<file path="src/rtl/ifu_pkg.sv">
// Purpose: constants and types shared by fetch, instruction memory and decode.
// Latency: n/a (package only).
// Backpressure: n/a (package only).
package ifu_pkg;

    // Word returned by memory for the reset PC and substituted for out-of-range fetches.
    localparam logic [31:0] HALT_WORD        = 32'hFC000000;
    localparam logic [5:0]  HALT_OPCODE      = 6'b111111;
    localparam logic [31:0] DEFAULT_RESET_PC = 32'hFFFFFFFC;

    typedef enum logic [1:0] {
        BOOT = 2'd0,
        RUN  = 2'd1,
        HALT = 2'd2
    } ifu_state_t;

    function automatic logic is_halt(input logic [31:0] word);
        return word[31:26] == HALT_OPCODE;
    endfunction

endpackage

</file>
<file path="src/rtl/ifu_next_pc.sv">
// Purpose: next-PC select (redirect target, PC+4 or hold) with word alignment of targets.
// Latency: combinational.
// Backpressure: none; the caller decides when to advance.
//
// Ports:
//   i_PC        current PC
//   i_Redirect  take i_Target (highest priority)
//   i_Target    redirect byte address, low two bits dropped
//   i_Advance   step to PC+4 (wraps mod 2^32)
//   o_Next_PC   selected next PC
module ifu_next_pc
    import ifu_pkg::*;
(
    input  logic [31:0] i_PC,
    input  logic        i_Redirect,
    input  logic [31:0] i_Target,
    input  logic        i_Advance,
    output logic [31:0] o_Next_PC
);

    always_comb begin
        if (i_Redirect) begin
            o_Next_PC = i_Target & ~32'd3;
        end else if (i_Advance) begin
            o_Next_PC = i_PC + 32'd4;
        end else begin
            o_Next_PC = i_PC;
        end
    end

endmodule

</file>
<file path="src/rtl/instruction_fetch_unit.sv">
// Purpose: owns the PC, reads the combinational instruction memory and holds one IF/ID slot.
// Latency: 1 cycle from o_Addr to o_Instr; 1 instruction/cycle when decode is ready.
// Backpressure: o_Valid && !i_Ready freezes PC and slot; redirect overrides and flushes.
//
// Ports:
//   clk, i_Rst_n (async, active-low)
//   o_Addr / i_Instruction       memory read port (data valid in the same cycle)
//   o_Valid / i_Ready            slot handshake towards decode
//   o_Instr, o_PC, o_PC_plus4    slot contents
//   i_Redirect / i_Target        branch/jump redirect
//   o_Halted                     fetch stopped on a halt word
//   o_Fetch_Count                slot transfer counter, only with IFU_PERF_COUNT_EN defined
module instruction_fetch_unit
    import ifu_pkg::*;
#(
    parameter int unsigned IM_WORDS = 128,
    parameter logic [31:0] RESET_PC = DEFAULT_RESET_PC
) (
    input  logic        clk,
    input  logic        i_Rst_n,
    output logic [31:0] o_Addr,
    input  logic [31:0] i_Instruction,
    output logic        o_Valid,
    input  logic        i_Ready,
    output logic [31:0] o_Instr,
    output logic [31:0] o_PC,
    output logic [31:0] o_PC_plus4,
    input  logic        i_Redirect,
    input  logic [31:0] i_Target,
    output logic        o_Halted
`ifdef IFU_PERF_COUNT_EN
    ,
    output logic [31:0] o_Fetch_Count
`endif
);

    localparam logic [31:0] IM_BYTES = 32'(IM_WORDS * 4);

    ifu_state_t  r_state;
    logic [31:0] r_pc;
    logic        r_valid;
    logic [31:0] r_instr;
    logic [31:0] r_slot_pc;
    logic        r_halted;

    logic        w_take;
    logic        w_xfer;
    logic        w_redirect;
    logic        w_fetch;
    logic [31:0] w_fetch_word;
    logic        w_fetch_halt;
    logic        w_advance;
    logic [31:0] w_next_pc;

    assign w_take       = !r_valid || i_Ready;
    assign w_xfer       = r_valid && i_Ready;
    // The boot cycle only moves off RESET_PC; a redirect there is dropped.
    assign w_redirect   = i_Redirect && (r_state != BOOT);
    assign w_fetch      = (r_state == RUN) && w_take && !w_redirect;
    // Out-of-range fetches are turned into a halt; this also stops PC wrap-around.
    assign w_fetch_word = (r_pc < IM_BYTES) ? i_Instruction : HALT_WORD;
    assign w_fetch_halt = is_halt(w_fetch_word);
    // A captured halt leaves the PC pointing at the halt word.
    assign w_advance    = w_fetch && !w_fetch_halt;

    ifu_next_pc u_next_pc (
        .i_PC       (r_pc),
        .i_Redirect (w_redirect),
        .i_Target   (i_Target),
        .i_Advance  (w_advance),
        .o_Next_PC  (w_next_pc)
    );

    always_ff @(posedge clk or negedge i_Rst_n) begin
        if (!i_Rst_n) begin
            r_state   <= BOOT;
            r_pc      <= RESET_PC;
            r_valid   <= 1'b0;
            r_instr   <= HALT_WORD;
            r_slot_pc <= RESET_PC;
            r_halted  <= 1'b0;
        end else begin
            case (r_state)
                BOOT: begin
                    r_pc    <= '0;
                    r_state <= RUN;
                end
                default: begin
                    r_pc <= w_next_pc;
                    if (w_redirect) begin
                        r_valid  <= 1'b0;
                        r_state  <= RUN;
                        r_halted <= 1'b0;
                    end else if (w_fetch) begin
                        r_instr   <= w_fetch_word;
                        r_slot_pc <= r_pc;
                        r_valid   <= 1'b1;
                        if (w_fetch_halt) begin
                            r_state  <= HALT;
                            r_halted <= 1'b1;
                        end
                    end else if ((r_state == HALT) && w_xfer) begin
                        r_valid <= 1'b0;
                    end
                end
            endcase
        end
    end

`ifdef IFU_PERF_COUNT_EN
    logic [31:0] r_fetch_count;

    // Counts accepted slots, including one accepted in a redirect cycle.
    always_ff @(posedge clk or negedge i_Rst_n) begin
        if (!i_Rst_n) begin
            r_fetch_count <= '0;
        end else if (w_xfer) begin
            r_fetch_count <= r_fetch_count + 32'd1;
        end
    end

    assign o_Fetch_Count = r_fetch_count;
`endif

    assign o_Addr     = r_pc;
    assign o_Valid    = r_valid;
    assign o_Instr    = r_instr;
    assign o_PC       = r_slot_pc;
    assign o_PC_plus4 = r_slot_pc + 32'd4;
    assign o_Halted   = r_halted;

endmodule
</file>
<file path="config.mk">
export PLATFORM = sky130hd
export DESIGN_NAME = instruction_fetch_unit
export DESIGN_NICKNAME = d
export VERILOG_FILES = /design/src/rtl/ifu_pkg.sv /design/src/rtl/ifu_next_pc.sv /design/src/rtl/instruction_fetch_unit.sv
export SDC_FILE = /design/constraint.sdc
export NUM_CORES = 1
export LEC_CHECK = 0
export ABC_AREA = 1
export CAP_MARGIN = 30
export CORE_ASPECT_RATIO = 0.6
export CORE_MARGIN = 10
export CORE_UTILIZATION = 44
export CTS_CLUSTER_SIZE = 12
export DETAILED_ROUTE_END_ITERATION = 7
export GPL_ROUTABILITY_DRIVEN = 0
export MAX_ROUTING_LAYER = met4
export PLACE_DENSITY = 0.91
export SETUP_SLACK_MARGIN = 0.3
export SLEW_MARGIN = 20
export SYNTH_ARGS = -nofsm -noshare
export SYNTH_HDL_FRONTEND = slang
export SYNTH_SLANG_ARGS = --single-unit
</file>
<file path="constraint.sdc">
create_clock -name clk -period 3 [get_ports clk]
set_clock_uncertainty 0.2 [all_clocks]
set_input_delay 0.6 -clock clk [delete_from_list [all_inputs] [get_ports clk]]
set_output_delay 0.6 -clock clk [all_outputs]
set_load 0.05 [all_outputs]
</file>
==> results of run 1 <==
==> tightest hold or removal path, stage by stage, from the launching register on <==
cell	delay (ns)
dfstp_2	0.37
nand2_1	0.05
nand2_1	0.05
==> area by class of cell <==
type	instances	share of cell area
Multi-Input combinational cell	421	0.317
Timing Repair Buffer	233	0.306
Sequential cell	96	0.305
Clock buffer	11	0.0283
Tap cell	139	0.0212
Inverter	41	0.0187
Clock inverter	5	0.00411
==> state kept, by name, summed over array words and instances (netlist names) <==
signal and count:
o_Valid 1, o_PC 30, o_Addr 30, o_Halted 1, r_state 2, o_Instr 32
==> per-layer routing <==
metal	share of wire	GRT usage	vias up
li1	-	-	2272
met5	0	-	-
met2	0.51	0.378	301
met4	0.022	0.0652	0
met3	0.078	0.0525	40
met1	0.39	0.283	2561
==> repair_timing <==
item	4_1_cts	5_1_grt
setup endpoints to repair	24	27
gates cloned	0	0
pin swaps	15	22
hold buffers	1	0
gates resized for setup	23	23
hold endpoints to repair	11	0
setup buffers	12	16
==> cells by family (layout without fill, tap and decap cells) <==
| family | count (synthesis) | after routing | share of synthesized area |
|---|---|---|---|
| AO/OA/AOI/OAI | 41 | 41 | 0.0476 |
| XOR/XNOR | 30 | 30 | 0.0541 |
| adder cells (fa/ha/maj) | 2 | 2 | 0.00515 |
| buffers and inverters | 72 | 290 | 0.0636 |
| flip-flops | 96 | 96 | 0.511 |
| other | 1 | 6 | 0.000772 |
| AND/OR/NAND/NOR | 342 | 342 | 0.317 |
==> path summary, 6_finish.rpt <==
kind                        startpoint             end  slack, ns  cells past startpoint
max reg2reg                 o_Addr[20]       o_Addr[8]       0.70                     11
max in group asynchronous      i_Rst_n      o_Addr[11]       1.37                      3
min                        o_Instr[31]     o_Instr[31]       0.28                      2
min reg2reg                o_Instr[31]     o_Instr[31]       0.28                      2
max                            o_PC[3]  o_PC_plus4[27]      -0.33                     10
min in group asynchronous      i_Rst_n      o_Instr[6]       0.55                      2
==> cell usage in the layout, fill, tap and decap left out, types with 6 or more instances in the layout <==
cell type	instances
nand2_1	211
dfstp_2	61
nand3_1	62
buf_4	36
buf_12	25
dfrtp_1	30
xor2_4	16
clkdlybuf4s50_1	156
conb_1	6
o21ai_0	29
inv_1	39
nor2_4	10
nand4_1	10
buf_6	9
nor2_1	20
clkbuf_16	10
nand2_4	7
==> where the power goes <==
group	leakage, nW	internal [mW]	total (mW)	switching (mW)
registers	1.10	1.96	2.55	0.590
logic	2.50	1.80	5.19	3.39
clock network	0.126	0.562	1.05	0.490
==> summary.md, run 1 <==
| Metric | Value |
|---|---|
| Total placed cells including tap cells | 901 |
| Drt via density | 5.47 |
| Leak | 3.73 nW |
| Post-synth EDFFs | 0 |
| RSZ-0062 raised after global routing | true |
| Yosys top cell by area | dfstp_2 |
| Largest net degree at the start of global routing | 53 |
| Final HPWL DP | 13.8 mm |
| Vias after detailed routing | 5174 |
| Share of post-route cells with drive strength above 1 | 0.266 |
| CTS sink count | 96 |
| Die area | 0.0158 mm² |
| Nets@finish | 872 |
| Die X | 156 µm |
| CP cell instances | buf_6 -> nand3_4 -> nor2_4 -> nand2_4 -> nor2_4 -> nand2_4 -> nor2_4 -> nand4_1 -> xor2_4 -> buf_12 |
| Yosys warns | 0 |
| Worst slew pin tran | 0.593 ns |
| Worst EP required | 2.20 ns |
| IO Port Bufs | 189 |
| Multi-input logic area | 0.00260 mm² |
| Register area share after synthesis | 0.511 |
| Die height | 101 µm |
| DRT Pass-1 Iters | 6 |
| Placed Area | 0.00747 mm² |
| Filler cell count | 627 |
| Setup WS post-layout | -0.333 ns |
| DR iter-0 viols | 498 |
| Reg area | 0.00250 mm² |
| Minimum clock period after layout | 3.33 ns |
| Starting density of the core | 0.455 |
| Top cells by area, synth | dfstp_2 (36%), nand2_1 (17%), dfrtp_1 (15%) |
| Antenna violation net count after detailed routing | 0 |
| Setup TNS | -3.22 ns |
| Row Count | 29 |
| Clock Pin Slew Worst Setup and Hold Paths | 0.07 ns |
| Crit-path max cell delay | 0.64 ns |
| Tot Pwr | 8.79 mW |
| PD cells | 1070 mW/mm² |
| Cell with the most instances after synthesis | nand2_1 |
| Final worst path period share | 1.11 |
| Crit path launch type | flop |
| Max capacitance violation total | 0 |
| Ys flop type | dfstp_2 |
| CP arrival | 2.53 ns |
| Slew Viols, Final | 0 |
| Post-route insts no fill | 946 |
| I/O pins | 198 |
| Commonest cells post-synth | nand2_1 (214), dfstp_2 (66), nand3_1 (64) |
| Failing checks | setup timing |
| Slowest stage cell, crit path | dfstp_4 |
| Slew HR | 0.604 |
| Hold Path Class | reg2reg |
| Total grt overflow | 0 |
| FF+latch count, synth | 96 |
| Max VDD drop | 0.843 mV |
| CTS tree | done |
| First-pass GRT wire length | 28.2 mm |
| Post-Syn Area | 0.00486 mm² |
| Number of buffers created by CTS | 9 |
| Core Region | 0.0107 mm² |
| Clk_lat worst skew | 0.34 ns |
| Async SR Flop Fraction | 1.00 |
| Post-route cell area | 0.00821 mm² |
| Final WL | 19.9 mm |
| Final setup viols | 15 |
| Final Core Density | 0.770 |
| Yosys cell types | 36 |
| Drc violations | 0 |
| Root Driver | clkbuf_16 |
| Cell repeated most along the worst path | nor2_4 |
| Area share of the largest cell type after synthesis | 0.357 |
| Max Fclk | 300 MHz |
| Final Hold Fails | 0 |
| Longest Clk Path Bufs | 2 |
| CP Buf/Inv Count | 2 |
| Vias in the first global route | 5071 |
| Post-synthesis average cell area | 8.32 µm² |
| Status | finished with violations |
| Setup slack after placement | -0.0173 ns |
| Worst Setup End Kind | output pin |
| Worst hold margin | 0.275 ns |
| H-tree levels | 3 |
| ANT cells | 0 |
| Crit Path Max Fanout | 4 |
| Routed length per placed instance | 21.1 µm |
| Initial antenna violation count | 0 |
| Layout area overhead | 69.0% |
| Synth Instances | 584 |
| Critical path's top delay family | simple AND/OR/NAND/NOR gates |
| Global-route usage over all layers | 0.231 |
| Crit Path Category | reg2out |
Power figures use the tool's default switching activity.
==> inputs of run 2 (changes only) <==
GPL_TIMING_DRIVEN = 0   (was unset)
SETUP_SLACK_MARGIN = 0.2   (was 0.3)
==> summary.md, run 2 (synthesis results as in run 1) <==
| Metric | Value |
|---|---|
| Status | finished with violations (unchanged) |
| Failing checks | setup timing (unchanged) |
| Slew Viols, Final | 0 (unchanged) |
| Worst slew pin tran | 0.574 ns (was 0.593 ns) |
| Worst Setup End Kind | output pin (unchanged) |
| IO Port Bufs | 189 (unchanged) |
| Worst reg2reg path endpoint | o_Instr[13] (was o_Addr[8]) |
| Row Count | 29 (unchanged) |
| PD cells | 1070 mW/mm² (about the same) |
| Antenna violation net count after detailed routing | 0 (unchanged) |
| R2R setup slack | 0.88 ns (was 0.70 ns) |
| Leak | 3.66 nW (was 3.73 nW) |
| R2R cell count | 7 (was 11) |
| Total grt overflow | 0 (unchanged) |
| Starting density of the core | 0.455 (unchanged) |
| Max capacitance violation total | 0 (unchanged) |
| First-pass GRT wire length | 28.0 mm (was 28.2 mm) |
| DR iter-0 viols | 364 (was 498) |
| Setup WS post-layout | -0.428 ns (was -0.333 ns) |
| Worst EP required | 2.20 ns (about the same) |
| H-tree levels | 3 (unchanged) |
| Largest net degree at the start of global routing | 61 (was 53) |
| Longest Clk Path Bufs | 2 (unchanged) |
| Placed Area | 0.00721 mm² (was 0.00747 mm²) |
| Net Sw Frac | 0.519 (was 0.508) |
| Vias after detailed routing | 5096 (was 5174) |
| Vias in the first global route | 5110 (was 5071) |
| Most frequent cells in the layout | nand2_1 (212), clkdlybuf4s50_1 (158), dfstp_2 (62) (was nand2_1 (211), clkdlybuf4s50_1 (156), nand3_1 (62)) |
| Routed length per placed instance | 19.3 µm (was 21.1 µm) |
| Slew HR | 0.616 (was 0.604) |
| Cell repeated most along the worst path | nor2_4 (unchanged) |
| Worst hold margin | 0.00797 ns (was 0.275 ns) |
| Metal2 WL | 9.05 mm (was 10.2 mm) |
| Share of post-route cells with drive strength above 1 | 0.262 (was 0.266) |
| Filler cell count | 708 (was 627) |
| Gate power share | 0.567 (was 0.590) |
| Crit Path Max Fanout | 4 (unchanged) |
| Setup slack after placement | -0.661 ns (was -0.0173 ns) |
| Clock power share | 0.133 (was 0.120) |
| Initial antenna violation count | 2 (was 0) |
| CTS Hold Bufs | 0 (was 1) |
| Final setup viols | 15 (unchanged) |
| Pint | 4.05 mW (was 4.32 mW) |
| Post-route cell area | 0.00789 mm² (was 0.00821 mm²) |
| RSZ-0062 raised after global routing | true (unchanged) |
| Post-route insts no fill | 967 (was 946) |
| Hold Path Class | in2async (was reg2reg) |
| I/O pins | 198 (unchanged) |
| Final Hold Fails | 0 (unchanged) |
| Register share of total power | 0.301 (was 0.290) |
| CTS sink count | 96 (unchanged) |
| Met3 Wirelength | 1.65 mm (was 1.56 mm) |
| Crit-path max cell delay | 0.65 ns (was 0.64 ns) |
| P_sw | 4.37 mW (was 4.47 mW) |
| CP arrival | 2.63 ns (was 2.53 ns) |
| Minimum clock period after layout | 3.43 ns (was 3.33 ns) |
| Worst R2R Start | o_Valid (was o_Addr[20]) |
| Leading cell type in the layout, fill and taps excluded | nand2_1 (unchanged) |
| Total placed cells including tap cells | 918 (was 901) |
| M1 WL | 7.63 mm (was 7.74 mm) |
| Slowest stage cell, crit path | dfstp_4 (unchanged) |
| DRT Pass-1 Iters | 4 (was 6) |
| DR top layer | met4 (unchanged) |
| Core Region | 0.0107 mm² (unchanged) |
| Root Driver | clkbuf_16 (unchanged) |
| Drt via density | 5.27 (was 5.47) |
| Final worst path period share | 1.14 (was 1.11) |
| Global-route usage over all layers | 0.229 (was 0.231) |
| Nets@finish | 891 (was 872) |
| Max VDD drop | 1.02 mV (was 0.843 mV) |
| CTS tree | done (unchanged) |
| Final WL | 18.7 mm (was 19.9 mm) |
| Crit path launch type | flop (unchanged) |
| Die X | 156 µm (unchanged) |
| Clk_lat worst skew | 0.35 ns (was 0.34 ns) |
| Clock Pin Slew Worst Setup and Hold Paths | 0.07 ns (about the same) |
| CP cell instances | ha_4 -> nand2_4 -> nor2_4 -> nand3_4 -> nor2_4 -> nand2_4 -> nor2_4 -> nand2_4 -> nor2_4 -> buf_6 -> xor2_4 -> buf_6 (was buf_6 -> nand3_4 -> nor2_4 -> nand2_4 -> nor2_4 -> nand2_4 -> nor2_4 -> nand4_1 -> xor2_4 -> buf_12) |
| Number of buffers created by CTS | 9 (unchanged) |
| Max Fclk | 292 MHz (was 300 MHz) |
| Crit Path Category | reg2out (unchanged) |
| Layout area overhead | 62.5% (was 69.0%) |
| Final HPWL DP | 13.8 mm (about the same) |
| Number of flip-flops in the largest register | 32 (unchanged) |
| Die area | 0.0158 mm² (unchanged) |
| Drc violations | 0 (unchanged) |
| Die height | 101 µm (unchanged) |
[run 2: layer usage]
metal,up-vias,GRT usage
li1,2317,-
met1,2501,0.279
met2,244,0.363
met3,34,0.0724
met4,0,0.0659
met5,-,-
[run 2: power groups by stage]
stage                     sequential (mW)  combinational [mW]  clock (mW)
after global routing                 2.58                5.02        1.19
after CTS                            2.49                4.66        1.14
after detailed placement             2.52                4.56           0
after floorplan                      3.69                1.74           0
after global placement               2.48                4.47           0
final                                2.53                4.78        1.12
[run 2: area by class of cell]
type                       count  area, µm²  area share
buffer                        31        155      0.0197
antenna                        2       5.00    0.000634
clock inverter                 7       61.3     0.00777
sequential                    96       2500       0.317
inverter                      41        154      0.0195
clock buffer                   9        225      0.0285
timing repair buffer         221       2200       0.279
multi-input combinational    421       2420       0.306
tap                          139        174      0.0220
[run 2: timing repair]
action | in CTS | in global routing
endpoints found under the setup margin | 28 | 27
resized for setup | 179 | 33
pin swaps | 7 | 21
setup buffers | 12 | 19
[run 2: worst max-delay path, delay by kind of cell (launching register included)]
kind          cells  cell delay [ns]
simple gates      8             0.97
fa+ha+maj         1             0.14
xor+xnor          1             0.18
buf+inv           2             0.33
flops             1             0.65
[run 2: worst max path at each step]
stage / startpoint / to / depth (start not counted)
after floorplan: o_PC[2] / o_PC_plus4[28] / 11
after global placement: i_Rst_n / o_Instr[23] / 1
after detailed placement: o_PC[2] / o_PC_plus4[28] / 12
after CTS: o_PC[2] / o_PC_plus4[28] / 12
after global routing: o_PC[2] / o_PC_plus4[24] / 12
final: o_PC[2] / o_PC_plus4[24] / 12
[run 2: stage by stage]
step                      setup TNS (ns)  power [mW]   util
after global routing               -5.03        8.79  0.740
after floorplan                  -0.0169        5.44      -
final                              -3.68        8.43  0.740
after CTS                          -2.76        8.29  0.719
after detailed placement           -5.99        7.08  0.676
after global placement           -138.50        6.96  0.673
==> inputs of run 3 (changes only) <==
CORE_UTILIZATION = 39   (was 44)
PLACE_DENSITY = 0.86   (was 0.91)
clock period = 3.1 ns   (was 3 ns; I/O delays follow)
==> summary.md, run 3 (synthesis results as in run 1) <==
| Metric | Value |
|---|---|
| Antenna violation net count after detailed routing | 0 (unchanged) |
| Number of flip-flops in the largest register | 32 (unchanged) |
| RSZ-0062 raised after global routing | true (unchanged) |
| Core Region | 0.0121 mm² (was 0.0107 mm²) |
| Minimum clock period after layout | 3.29 ns |
| H-tree levels | 3 (unchanged) |
| Gate power share | 0.565 (was 0.567) |
| Max VDD drop | 0.343 mV (was 1.02 mV) |
| PD cells | 1020 mW/mm² (was 1070 mW/mm²) |
| Slew Viols, Final | 0 (unchanged) |
| Number of buffers created by CTS | 9 (unchanged) |
| Drc violations | 0 (unchanged) |
| Multi-input logic area | 0.00242 mm² (about the same) |
| P_sw | 4.16 mW (was 4.37 mW) |
| Reg area | 0.00249 mm² (was 0.00250 mm²) |
| Leading cell type in the layout, fill and taps excluded | nand2_1 (unchanged) |
| Largest net degree at the start of global routing | 82 (was 61) |
| Final Hold Fails | 0 (unchanged) |
| CTS tree | done (unchanged) |
| Max Fclk | 304 MHz |
| Hold Path Class | reg2reg (was in2async) |
| First-pass GRT wire length | 26.6 mm (was 28.0 mm) |
| Vias in the first global route | 4754 (was 5110) |
| Initial antenna violation count | 1 (was 2) |
| Slew HR | 0.613 (was 0.616) |
| Post-route insts no fill | 989 (was 967) |
| DRT Pass-1 Iters | 5 (was 4) |
| Filler cell count | 953 (was 708) |
| Final WL | 17.7 mm (was 18.7 mm) |
| IO Port Bufs | 189 (unchanged) |
| I/O pins | 198 (unchanged) |
| CP arrival | 2.47 ns (was 2.63 ns) |
| Die X | 164 µm (was 156 µm) |
| Tot Pwr | 8.05 mW (was 8.43 mW) |
| Pint | 3.89 mW (was 4.05 mW) |
| Die height | 106 µm (was 101 µm) |
| R2R cell count | 7 (unchanged) |
| Layout area overhead | 62.8% (was 62.5%) |
| Register share of total power | 0.301 (about the same) |
| Drt via density | 4.91 (was 5.27) |
| Min-Delay Path Depth | 2 |
| Vias after detailed routing | 4854 (was 5096) |
| Clock power share | 0.134 (was 0.133) |
| Routed length per placed instance | 17.9 µm (was 19.3 µm) |
| Worst EP required | 2.28 ns (was 2.20 ns) |
| Global-route usage over all layers | 0.197 (was 0.229) |
| Clock Pin Slew Worst Setup and Hold Paths | 0.07 ns (about the same) |
| Total grt overflow | 0 (unchanged) |
| Failing checks | setup timing (unchanged) |
| Root Driver | clkbuf_16 (unchanged) |
| Nets@finish | 888 (was 891) |
| Clk_lat worst skew | 0.34 ns (was 0.35 ns) |
| Worst hold margin | 0.272 ns (was 0.00797 ns) |
| Starting density of the core | 0.401 (was 0.455) |
| Final HPWL DP | 13.3 mm (was 13.8 mm) |
| Total placed cells including tap cells | 944 (was 918) |
| Final worst path period share | 1.06 |
| Crit path launch type | flop (unchanged) |
| Worst slew pin tran | 0.581 ns (was 0.574 ns) |
| R2R setup slack | 0.91 ns (was 0.88 ns) |
| Post-route cell area | 0.00791 mm² (was 0.00789 mm²) |
| Most frequent cells in the layout | nand2_1 (212), clkdlybuf4s50_1 (160), dfstp_2 (64) (was nand2_1 (212), clkdlybuf4s50_1 (158), dfstp_2 (62)) |
| Worst Setup End Kind | output pin (unchanged) |
| Longest Clk Path Bufs | 2 (unchanged) |
| Final setup viols | 11 (was 15) |
| Status | finished with violations (unchanged) |
| Setup WS post-layout | -0.187 ns (was -0.428 ns) |
| CTS sink count | 96 (unchanged) |
| DR iter-0 viols | 343 (was 364) |
| Net Sw Frac | 0.517 (was 0.519) |
| Share of post-route cells with drive strength above 1 | 0.258 (was 0.262) |
| Row Count | 31 (was 29) |
| Max capacitance violation total | 0 (unchanged) |
| Placed Area | 0.00724 mm² (was 0.00721 mm²) |
| Crit Path Max Fanout | 4 (unchanged) |
| Crit Path Category | reg2out (unchanged) |
| Leak | 3.65 nW (was 3.66 nW) |
| Die area | 0.0175 mm² (was 0.0158 mm²) |
## run 3: changes by cell type in the layout (fill, tap and decap cells not counted), sizes merged
cell	delta
buf	-3
clkbuf	-3
clkdlybuf4s50	+2
clkinv	+2
inv	-2
clkdlybuf4s15	+1
diode	-1
dlygate4sd2	-1
dlygate4sd3	+1
## run 3: stage by stage
stage	TNS [ns]	util	setup WS (ns)
2_1_floorplan	0	-	0.0246
3_3_place_gp	-146.57	0.596	-2.26
6_report	-1.34	0.654	-0.187
4_1_cts	-1.39	0.642	-0.280
3_5_place_dp	-4.68	0.599	-0.570
5_1_grt	-2.57	0.654	-0.274
## run 3: critical path: stages (launching register included)
cell and delay [ns]:
dfstp_4 0.66, buf_12 0.11, nand3_4 0.08, nor2_4 0.13, nand2_2 0.09, nor2_4 0.14, nand2_4 0.07, buf_8 0.14
nor2_4 0.13, nand3_4 0.11, nor2_4 0.16, xor2_4 0.17, buf_8 0.16
## run 3: worst paths after layout
kind / start / to
max in group asynchronous: i_Rst_n / o_Addr[26]
min reg2reg: o_Instr[31] / o_Instr[31]
max reg2reg: o_Valid / o_PC[24]
min in group asynchronous: i_Rst_n / o_Instr[14]
min: o_Instr[31] / o_Instr[31]
max: o_PC[2] / o_PC_plus4[31]
## run 3: what timing repair did
item,CTS,global route
setup buffers,14,13
pin swaps,9,16
endpoints found under the setup margin,28,24
hold buffers,1,0
gates resized for setup,176,31
endpoints found under the hold margin,14,0
## run 3: power by group through the flow
stage                     registers (mW)  logic (mW)  clock network, mW
final                               2.42        4.55               1.08
after global routing                2.49        4.79               1.15
after CTS                           2.40        4.53               1.09
after detailed placement            2.42        4.42                  0
after global placement              2.41        4.36                  0
after floorplan                     3.57        1.69                  0
## run 3: metal layers
metal / vias to the layer above / GRT usage / part of all wire / wire (µm)
met5: - / - / 0 / 0
met4: 0 / 0.0311 / 0.0063 / 112
met3: 12 / 0.0570 / 0.077 / 1360
met2: 173 / 0.306 / 0.47 / 8360
met1: 2357 / 0.256 / 0.44 / 7860
li1: 2312 / - / - / -
## run 3: area by class of cell
class,count,share of cell area
sequential,96,0.315
clock buffer,9,0.0285
inverter,41,0.0195
timing repair buffer,218,0.276
multi-input combinational,421,0.307
antenna,1,0.000316
tap,165,0.0261
clock inverter,7,0.00854
buffer,31,0.0196
